===== config.mk =====
export PLATFORM = sky130hd
export DESIGN_NAME = acc_adapter
export DESIGN_NICKNAME = d
export VERILOG_FILES = /design/src/rtl/acc_adapter_pkg.sv /design/src/rtl/acc_adapter_prio_sel.sv /design/src/rtl/acc_adapter.sv
export SDC_FILE = /design/constraint.sdc
export NUM_CORES = 1
export LEC_CHECK = 0
export CAP_MARGIN = 20
export CORE_AREA = 2 2 170 172
export DETAILED_ROUTE_END_ITERATION = 16
export DIE_AREA = 0 0 172 174
export GPL_ROUTABILITY_DRIVEN = 0
export MAX_ROUTING_LAYER = met4
export SLEW_MARGIN = 25
export SYNTH_ARGS = -nofsm -noshare
export SYNTH_HDL_FRONTEND = slang
export SYNTH_SLANG_ARGS = --single-unit

===== constraint.sdc =====
create_clock -name vclk -period 16.17
set_clock_uncertainty 0.15 [all_clocks]
set_input_delay 2.4255 -clock vclk [all_inputs]
set_output_delay 2.4255 -clock vclk [all_outputs]
set_load 0.03 [all_outputs]

===== src/rtl/acc_adapter_pkg.sv =====
// Shared constants, hierarchy helpers and request/response types for acc_adapter.
// Optional macro ACC_ADAPTER_CUT_EN (used by acc_adapter.sv) adds a request pipeline stage.
package acc_adapter_pkg;

  localparam int DataWidth  = 32;
  localparam int InstrWidth = 32;
  localparam int NumOps     = 3;
  localparam int NumHier    = 3;
  localparam int NumRsp [NumHier] = '{4, 2, 2};

  typedef enum logic [1:0] {
    OP_ZERO = 2'b00,
    OP_RS1  = 2'b01,
    OP_RS2  = 2'b10,
    OP_RS3  = 2'b11
  } op_sel_e;

  localparam int OpSelWidth = 2;
  localparam int OpSelPerPrd = NumOps * OpSelWidth;

  function automatic int idx_width(input int n);
    return (n > 1) ? $clog2(n) : 1;
  endfunction

  // Sum of predecoder counts over levels [0, n).
  function automatic int sumn(input int n);
    int s;
    s = 0;
    for (int i = 0; i < n; i++) s += NumRsp[i];
    return s;
  endfunction

  function automatic int maxn();
    int m;
    m = 0;
    for (int i = 0; i < NumHier; i++) if (NumRsp[i] > m) m = NumRsp[i];
    return m;
  endfunction

  // Flat index of the first predecoder belonging to hierarchy level h.
  function automatic int hier_offset(input int h);
    return sumn(h);
  endfunction

  localparam int NumRspTot     = sumn(NumHier);
  localparam int IdxWidth      = idx_width(NumRspTot);
  localparam int HierAddrWidth = idx_width(NumHier);
  localparam int AccAddrWidth  = idx_width(maxn());
  localparam int AddrWidth     = HierAddrWidth + AccAddrWidth;

  typedef struct packed {
    logic [AddrWidth-1:0]        addr;
    logic [InstrWidth-1:0]       instr_data;
    logic [NumOps*DataWidth-1:0] data_op;
  } acc_req_t;

  typedef struct packed {
    logic [DataWidth-1:0] data;
  } acc_rsp_t;

  function automatic logic [DataWidth-1:0] select_operand(
    input op_sel_e                     sel,
    input logic [NumOps*DataWidth-1:0] rs
  );
    case (sel)
      OP_RS1:  return rs[0*DataWidth +: DataWidth];
      OP_RS2:  return rs[1*DataWidth +: DataWidth];
      OP_RS3:  return rs[2*DataWidth +: DataWidth];
      default: return '0;
    endcase
  endfunction

endpackage


===== src/rtl/acc_adapter_prio_sel.sv =====
// Lowest-index priority select over predecoder accepts; yields the winner index
// and its {hierarchy level, local index} interconnect address.
module acc_adapter_prio_sel
  import acc_adapter_pkg::*;
(
  input  logic [NumRspTot-1:0] i_accept,
  output logic                 o_hit,
  output logic [IdxWidth-1:0]  o_idx,
  output logic [AddrWidth-1:0] o_addr
);

  logic                     w_hit;
  logic [IdxWidth-1:0]      w_idx;
  logic [HierAddrWidth-1:0] w_hier;
  logic [AccAddrWidth-1:0]  w_local;

  // Scan downwards so the lowest set index is the last assignment.
  always_comb begin
    w_hit = 1'b0;
    w_idx = '0;
    for (int i = NumRspTot - 1; i >= 0; i--) begin
      if (i_accept[i]) begin
        w_hit = 1'b1;
        w_idx = IdxWidth'(i);
      end
    end
  end

  // The highest level whose first flat index does not exceed the winner owns it.
  always_comb begin
    w_hier  = '0;
    w_local = '0;
    for (int h = 0; h < NumHier; h++) begin
      if (int'(w_idx) >= hier_offset(h)) begin
        w_hier  = HierAddrWidth'(h);
        w_local = AccAddrWidth'(int'(w_idx) - hier_offset(h));
      end
    end
  end

  assign o_hit  = w_hit;
  assign o_idx  = w_idx;
  assign o_addr = {w_hier, w_local};

endmodule


===== src/rtl/acc_adapter.sv =====
// Core accelerator-offload port to interconnect bridge.
// ACC_ADAPTER_CUT_EN: one-entry register on the accepted-request path (else fully combinational).
module acc_adapter
  import acc_adapter_pkg::*;
(
  input  logic                          clk,
  input  logic                          rst_n,
  input  logic [InstrWidth-1:0]         mst_q_instr_data,
  input  logic [NumOps*DataWidth-1:0]   mst_q_rs,
  input  logic                          mst_q_valid,
  output logic                          mst_q_ready,
  output logic                          mst_k_accept,
  output logic                          mst_k_writeback,
  output logic [DataWidth-1:0]          mst_p_data,
  output logic                          mst_p_valid,
  input  logic                          mst_p_ready,
  output logic [InstrWidth-1:0]         prd_q_instr_data,
  input  logic [NumRspTot-1:0]          prd_k_accept,
  input  logic [NumRspTot*OpSelPerPrd-1:0] prd_k_op_select,
  input  logic [NumRspTot-1:0]          prd_k_writeback,
  output logic [AddrWidth-1:0]          slv_q_addr,
  output logic [InstrWidth-1:0]         slv_q_instr_data,
  output logic [NumOps*DataWidth-1:0]   slv_q_data_op,
  output logic                          slv_q_id,
  output logic                          slv_q_valid,
  input  logic                          slv_q_ready,
  input  logic [DataWidth-1:0]          slv_p_data,
  input  logic                          slv_p_valid,
  output logic                          slv_p_ready
);

  // Handshakes: a request transfers on a cycle with valid & ready both high; the
  // core holds its request stable until mst_q_ready, and mst_k_accept tells it
  // whether that cycle offloaded (1) or rejected (0) the instruction.

  logic                        w_hit;
  logic [IdxWidth-1:0]         w_idx;
  logic [AddrWidth-1:0]        w_addr;
  logic [NumOps*DataWidth-1:0] w_data_op;
  logic                        w_accept_req;
  logic                        w_reject_req;
  logic                        w_up_ready;
  acc_req_t                    w_req;

  assign prd_q_instr_data = mst_q_instr_data;

  acc_adapter_prio_sel u_prio_sel (
    .i_accept (prd_k_accept),
    .o_hit    (w_hit),
    .o_idx    (w_idx),
    .o_addr   (w_addr)
  );

  always_comb begin
    w_data_op = '0;
    for (int j = 0; j < NumOps; j++) begin
      w_data_op[j*DataWidth +: DataWidth] = select_operand(
        op_sel_e'(prd_k_op_select[int'(w_idx)*OpSelPerPrd + j*OpSelWidth +: OpSelWidth]),
        mst_q_rs);
    end
  end

  assign w_accept_req    = mst_q_valid & w_hit;
  assign w_reject_req    = mst_q_valid & ~w_hit;
  assign w_req           = '{addr: w_addr, instr_data: mst_q_instr_data, data_op: w_data_op};
  assign mst_k_accept    = w_accept_req;
  assign mst_k_writeback = w_hit & prd_k_writeback[w_idx];
  // Rejects never wait on the interconnect.
  assign mst_q_ready     = w_reject_req | (w_accept_req & w_up_ready);

`ifdef ACC_ADAPTER_CUT_EN
  acc_req_t r_req;
  logic     r_full;

  assign w_up_ready = ~r_full | slv_q_ready;

  always_ff @(posedge clk or posedge rst_n) begin
    if (rst_n) begin
      r_full <= 1'b0;
      r_req  <= '0;
    end else if (w_accept_req && w_up_ready) begin
      r_full <= 1'b1;
      r_req  <= w_req;
    end else if (slv_q_ready) begin
      r_full <= 1'b0;
    end
  end

  assign slv_q_valid      = r_full;
  assign slv_q_addr       = r_req.addr;
  assign slv_q_instr_data = r_req.instr_data;
  assign slv_q_data_op    = r_req.data_op;
`else
  logic w_unused_clk_rst;

  // Purely combinational build: clock and reset are not needed.
  assign w_unused_clk_rst = clk ^ rst_n;
  assign w_up_ready       = slv_q_ready;
  assign slv_q_valid      = w_accept_req;
  assign slv_q_addr       = w_req.addr;
  assign slv_q_instr_data = w_req.instr_data;
  assign slv_q_data_op    = w_req.data_op;
`endif

  assign slv_q_id    = 1'b0;
  assign mst_p_data  = slv_p_data;
  assign mst_p_valid = slv_p_valid;
  assign slv_p_ready = mst_p_ready;

endmodule


; Word-level counts from Yosys, hierarchy flattened
; Cells that the tools add are included.
[classes]
n_addsub = 4
multipliers = 1
magnitude_cmp = 3
eq_ne = 9
shift = 3
n_mux = 25
n_bitwise = 6
[ops]
columns = cell, count
row1 = 32-bit one-hot mux with 3 select lines, 3
row2 = 48-bit by 32-bit indexed part select with 2-bit output, 2
row3 = 48-bit by 8-bit indexed part select with 2-bit output, 1
row4 = "32-bit by 3-bit adder with 32-bit output, second input constant", 1
row5 = 3-bit 2-to-1 mux, 8
row6 = "2-bit == test, second input constant", 6
row7 = 1-bit 2-to-1 mux, 10
row8 = "6-bit by 3-bit adder with 7-bit output, second input constant", 1
row9 = "2-bit by 1-bit == test with 1-bit output, second input constant", 3
row10 = "3-bit >= comparator, second input constant", 2
row11 = 2-bit 2-to-1 mux, 3
row12 = "3-bit by 2-bit multiplier with 5-bit output, second input constant", 1
row13 = 1-bit AND, 4
row14 = "3-bit by 4-bit < comparator with 1-bit output, second input constant", 1
row15 = 1-bit binary-select mux with 3-bit select, 1
row16 = "2-bit by 1-bit subtractor with 2-bit output, second input constant", 1
row17 = "2-bit subtractor, second input constant", 1
row18 = 1-bit NOT, 1
row19 = 1-bit bitwise OR, 1
[word_totals]
ff_bits = 0
input_bits = 230
wordCells = 51

; Depth between registers and ports, before layout
[depth]
ltp_word = 13
ltp_mapped = 21
depth_no_buf = 16

; Hierarchy
; From an unflattened synthesis, not the netlist that was laid out.
[hier_totals]
cells_unflattened = 485
hier_area_um2 = 3891.2
[modules_own_cells]
columns = module, instances, cells_each, area_each_um2
row1 = acc_adapter, 1, 467, 3773.6
row2 = acc_adapter_prio_sel, 1, 18, 117.6

; Worst setup path before layout
; Ideal clock, no wire load.
[synth_path]
kind = input-to-output
from = input prd_k_accept[0]
to = output slv_q_data_op[32]
arrival_ps = 6656
slack_ps = 6938
path_stages = 18
path_buffers = 5
path_cell_list = nor3_1 o21ai_1 nand2_2 buf_4 buf_4 buf_4 ha_1 inv_1 fa_1 xnor2_1 mux4_2 nand2_1 and3b_1 or4_1 buf_6 buf_6 mux2i_1 o2bb2ai_1
[synth_between]
elab_chain_cells = 6
elab_cells_between_ends = 8
classes_between = add/sub (1) / mul (1) / eq/ne (3) / shift (1) / mux (2)
[synth_rtl]
columns = item, line
row1 = from (decl), acc_adapter.sv:18  ; input logic [NumRspTot-1:0] prd_k_accept,
row2 = 3-bit 2-to-1 mux (*), acc_adapter_prio_sel.sv:22  ; if (i_accept[i]) begin
row3 = 3-bit by 2-bit multiplier with 5-bit output (*), acc_adapter.sv:58  ; op_sel_e'(prd_k_op_select[int'(w_idx)*OpSelPerPrd + j*OpSelWidth +: OpSelWidth]),
row4 = 32-bit by 3-bit adder with 32-bit output (*), acc_adapter.sv:58
row5 = 48-bit by 32-bit indexed part select with 2-bit output (*), acc_adapter.sv:58
row6 = 2-bit == test / 2-bit by 1-bit == test with 1-bit output (equally long branches), acc_adapter_pkg.sv:65  ; case (sel)
row7 = 32-bit one-hot mux with 3 select lines (*), acc_adapter_pkg.sv:65
row8 = to (decl), acc_adapter.sv:23  ; output logic [NumOps*DataWidth-1:0] slv_q_data_op,
; Mark *: on every way between the ends. The rest lies on a longest branch, timed or not.

; Worst setup path in the final report
[layout_path]
from = input prd_k_accept[2]
to = output slv_q_data_op[41]
[layout_between]
elab_chain_cells = 8
elab_cells_between_ends = 10
classes_between = add/sub (1) / mul (1) / eq/ne (3) / shift (1) / mux (4)
[layout_rtl]
columns = item, line
row1 = 3-bit 2-to-1 mux (*) (3 in series), acc_adapter_prio_sel.sv:22
row2 = 3-bit by 2-bit multiplier with 5-bit output (*), acc_adapter.sv:58
row3 = 32-bit by 3-bit adder with 32-bit output (*), acc_adapter.sv:58
row4 = 48-bit by 32-bit indexed part select with 2-bit output (*), acc_adapter.sv:58
row5 = 2-bit == test / 2-bit by 1-bit == test with 1-bit output (equally long branches), acc_adapter_pkg.sv:65
row6 = 32-bit one-hot mux with 3 select lines (*), acc_adapter_pkg.sv:65
; Marks and branches as above.

==> summary.md <==
| Metric | Value |
|---|---|
| Ys Warns | 0 |
| Hold_buf cts | 0 |
| Post-Syn Nets | 690 |
| Wirelength per Cell | 19.1 um |
| GRT Util Overall | 11.7% |
| Synth Cell Area | 3900 um^2 |
| First-pass GRT wire length | 26.1 mm |
| Multi-input logic area | 2950 um^2 |
| Setup WS pre-CTS | 4410 ps |
| ANT nets after route | 0 |
| Largest net degree at the start of global routing | 36 |
| Placed cells | 976 |
| I/O Buffers | 266 |
| Worst IR Drop VDD | 0.0267 mV |
| Register share of total power | 0% |
| Maximum fanout along the worst path | 35 |
| Setup tns final | 0 ps |
| Fin worst setup slack | 4490 ps |
| Combinational cell fraction of total power | 100.0% |
| Post-Syn Instances | 455 |
| Max Cap Viol | 0 |
| Vias in the first global route | 4203 |
| Cell Area, Placed | 6180 um^2 |
| CP Data Arrival Time | 9110 ps |
| Fin cells | 976 |
| Max Slew Vio Count | 0 |
| Core area | 28200 um^2 |
| Setup violations, final | 0 |
| FF/Latch Area | 0 um^2 |
| Total Power | 0.480 mW |
| DRT Pass-1 Iters | 4 |
| Critical Path End Type | primary output |
| Final instance area | 6180 um^2 |
| Sequential share of the synthesized area | 0% |
| WHS Path Cells | 0 |
| Min Clock Period, post-route | 11680 ps |
| Clock network power share | 0% |
| I/O pin cnt | 433 |
| Setup CP Type | input pin to primary output |
| Hold EP | mst_p_data[19] |
| Clock buffers | 0 |
| Diode count | 0 |
| Final hold vios | 0 |
| Die Span X | 172 um |
| Row Count | 62 |
| P_sw | 0.274 mW |
| Initial antenna violation count | 0 |
| Syn_area_per_cell | 8.56 um^2 |
| Vias per cell | 4.23 |
| Final nets | 829 |
| Least-Margin Pin Slew | 999 ps |
| Die area | 29900 um^2 |
| Run status | finished, final reports clean |
| Final Core Density | 21.9% |
| RSZ-0062 raised after global routing | no |
| Hold WC Path Type | input pin to primary output |
| Num sequential | 0 |
| Sw Share | 57.2% |
| Post-CTS sizing | 0 |
| Pint | 0.205 mW |
| Layout cells sized above 1 | 7.43% |
| CP Launch Type | input pin |
| Post-DP HPWL | 14.3 mm |
| Highest clock rate | 85.6 MHz |
| # Post-CTS Setup Buffers | 0 |
| Filler cells | 3184 |
| Area delta synth->final | 58.5% |
| GRT Residual Overflow | 0 |
| Worst EP required | 13590 ps |
| Initial cell density of the core | 13.8% |
| Starting DRT DRC Count | 67 |
| Pwr per Cell Area | 77.7 nW/um^2 |
| Worst Hold Launch | slv_p_data[19] |
| Period Utilization, post-route | 72.3% |
| Die Y-Extent | 174 um |
| Final hold slack | 4700 ps |
| Final wirelength | 18.6 mm |
| Leakage | 2.24 nW |
| Routed via count | 4132 |
| Synth unique cells | 50 |
| Slew headroom | 33.3% |
| Drt drc | 0 |
[cell families after synthesis]
family / count (synthesis) / synth area share (%)
other: 1 / 0.0962
AOI/OAI and AO/OA: 121 / 26.0
buffers and inverters: 143 / 25.8
and+or+nand+nor: 50 / 7.32
muxes: 129 / 37.3
adders and majority gates: 5 / 1.80
xor gates and xnor gates: 6 / 1.73
[cells in the mapped netlist, drive strengths merged, types with 2 or more instances]
library cell	instances	area share (%)
nand3	4	0.51
a21oi	3	0.39
o22ai	2	0.32
xnor2	4	1.3
nor2	7	0.87
nand2	19	2.0
buf	126	24
inv	5	0.48
ha	4	1.3
a31oi	3	0.64
a211oi	5	0.96
nor4	2	0.71
o2bb2ai	96	22
o21ai	6	0.77
mux4	12	7.0
and2	3	0.48
nor2b	5	1.0
mux2	5	1.4
mux2i	112	29
or4	3	0.67
xor2	2	0.45
clkbuf	12	1.2
nor3	2	0.26
[critical path: stages]
cell             delay, ps
clkdlybuf4s50_1        580
nor2b_1                 70
o21bai_1               270
nand2_2                590
ha_1                   480
inv_1                   80
fa_1                   480
xor2_1                 630
mux4_2                 590
mux2_2                 270
o22ai_1                130
or3_2                  120
buf_4                  410
nor2b_4                900
o2bb2ai_1              270
clkdlybuf4s50_1        750
[layer usage]
layer / vias to the layer above / GRT usage (%) / part of all wire [%]
li1: 1935 / - / -
met1: 1905 / 12.6 / 38
met2: 227 / 21.8 / 50
met3: 65 / 1.71 / 8.1
met4: 0 / 3.61 / 3.5
met5: - / - / 0
[power groups by stage]
stage / sequential, mW / combinational (mW) / clock, mW
2_1_floorplan: 0 / 0.326 / 0
3_3_place_gp: 0 / 0.487 / 0
3_5_place_dp: 0 / 0.486 / 0
4_1_cts: 0 / 0.487 / 0
5_1_grt: 0 / 0.506 / 0
6_report: 0 / 0.480 / 0
[worst max-delay path by stage]
stage | from | end | slack, ps | depth (start not counted)
final | prd_k_accept[2] | slv_q_data_op[41] | 4490 | 16
after global placement | prd_k_accept[2] | slv_q_data_op[40] | 4410 | 16
after detailed placement | prd_k_accept[2] | slv_q_data_op[41] | 4410 | 16
after CTS | prd_k_accept[2] | slv_q_data_op[41] | 4400 | 16
after floorplan | prd_k_accept[0] | slv_q_data_op[32] | 6940 | 18
after global routing | prd_k_accept[2] | slv_q_data_op[40] | 4130 | 16
[placed cells by master (no fill, tap or decap), types with 4 or more instances in the layout]
| cell type | n |
|---|---|
| clkdlybuf4s50_1 | 266 |
| mux2i_1 | 112 |
| o2bb2ai_1 | 96 |
| nand2_1 | 17 |
| mux4_2 | 11 |
| buf_4 | 9 |
| nor2_1 | 6 |
| a211oi_1 | 5 |
| inv_1 | 4 |
| nor2b_1 | 4 |
| mux2_2 | 4 |
| nand3_1 | 4 |
| ha_1 | 4 |
[layout make-up]
cell class | instances | area share [%]
multi-input cells | 312 | 47.7
repair buffers | 275 | 44.2
well taps | 384 | 7.78
inverters | 5 | 0.304
No activity file was read; power rests on OpenSTA's default activity.
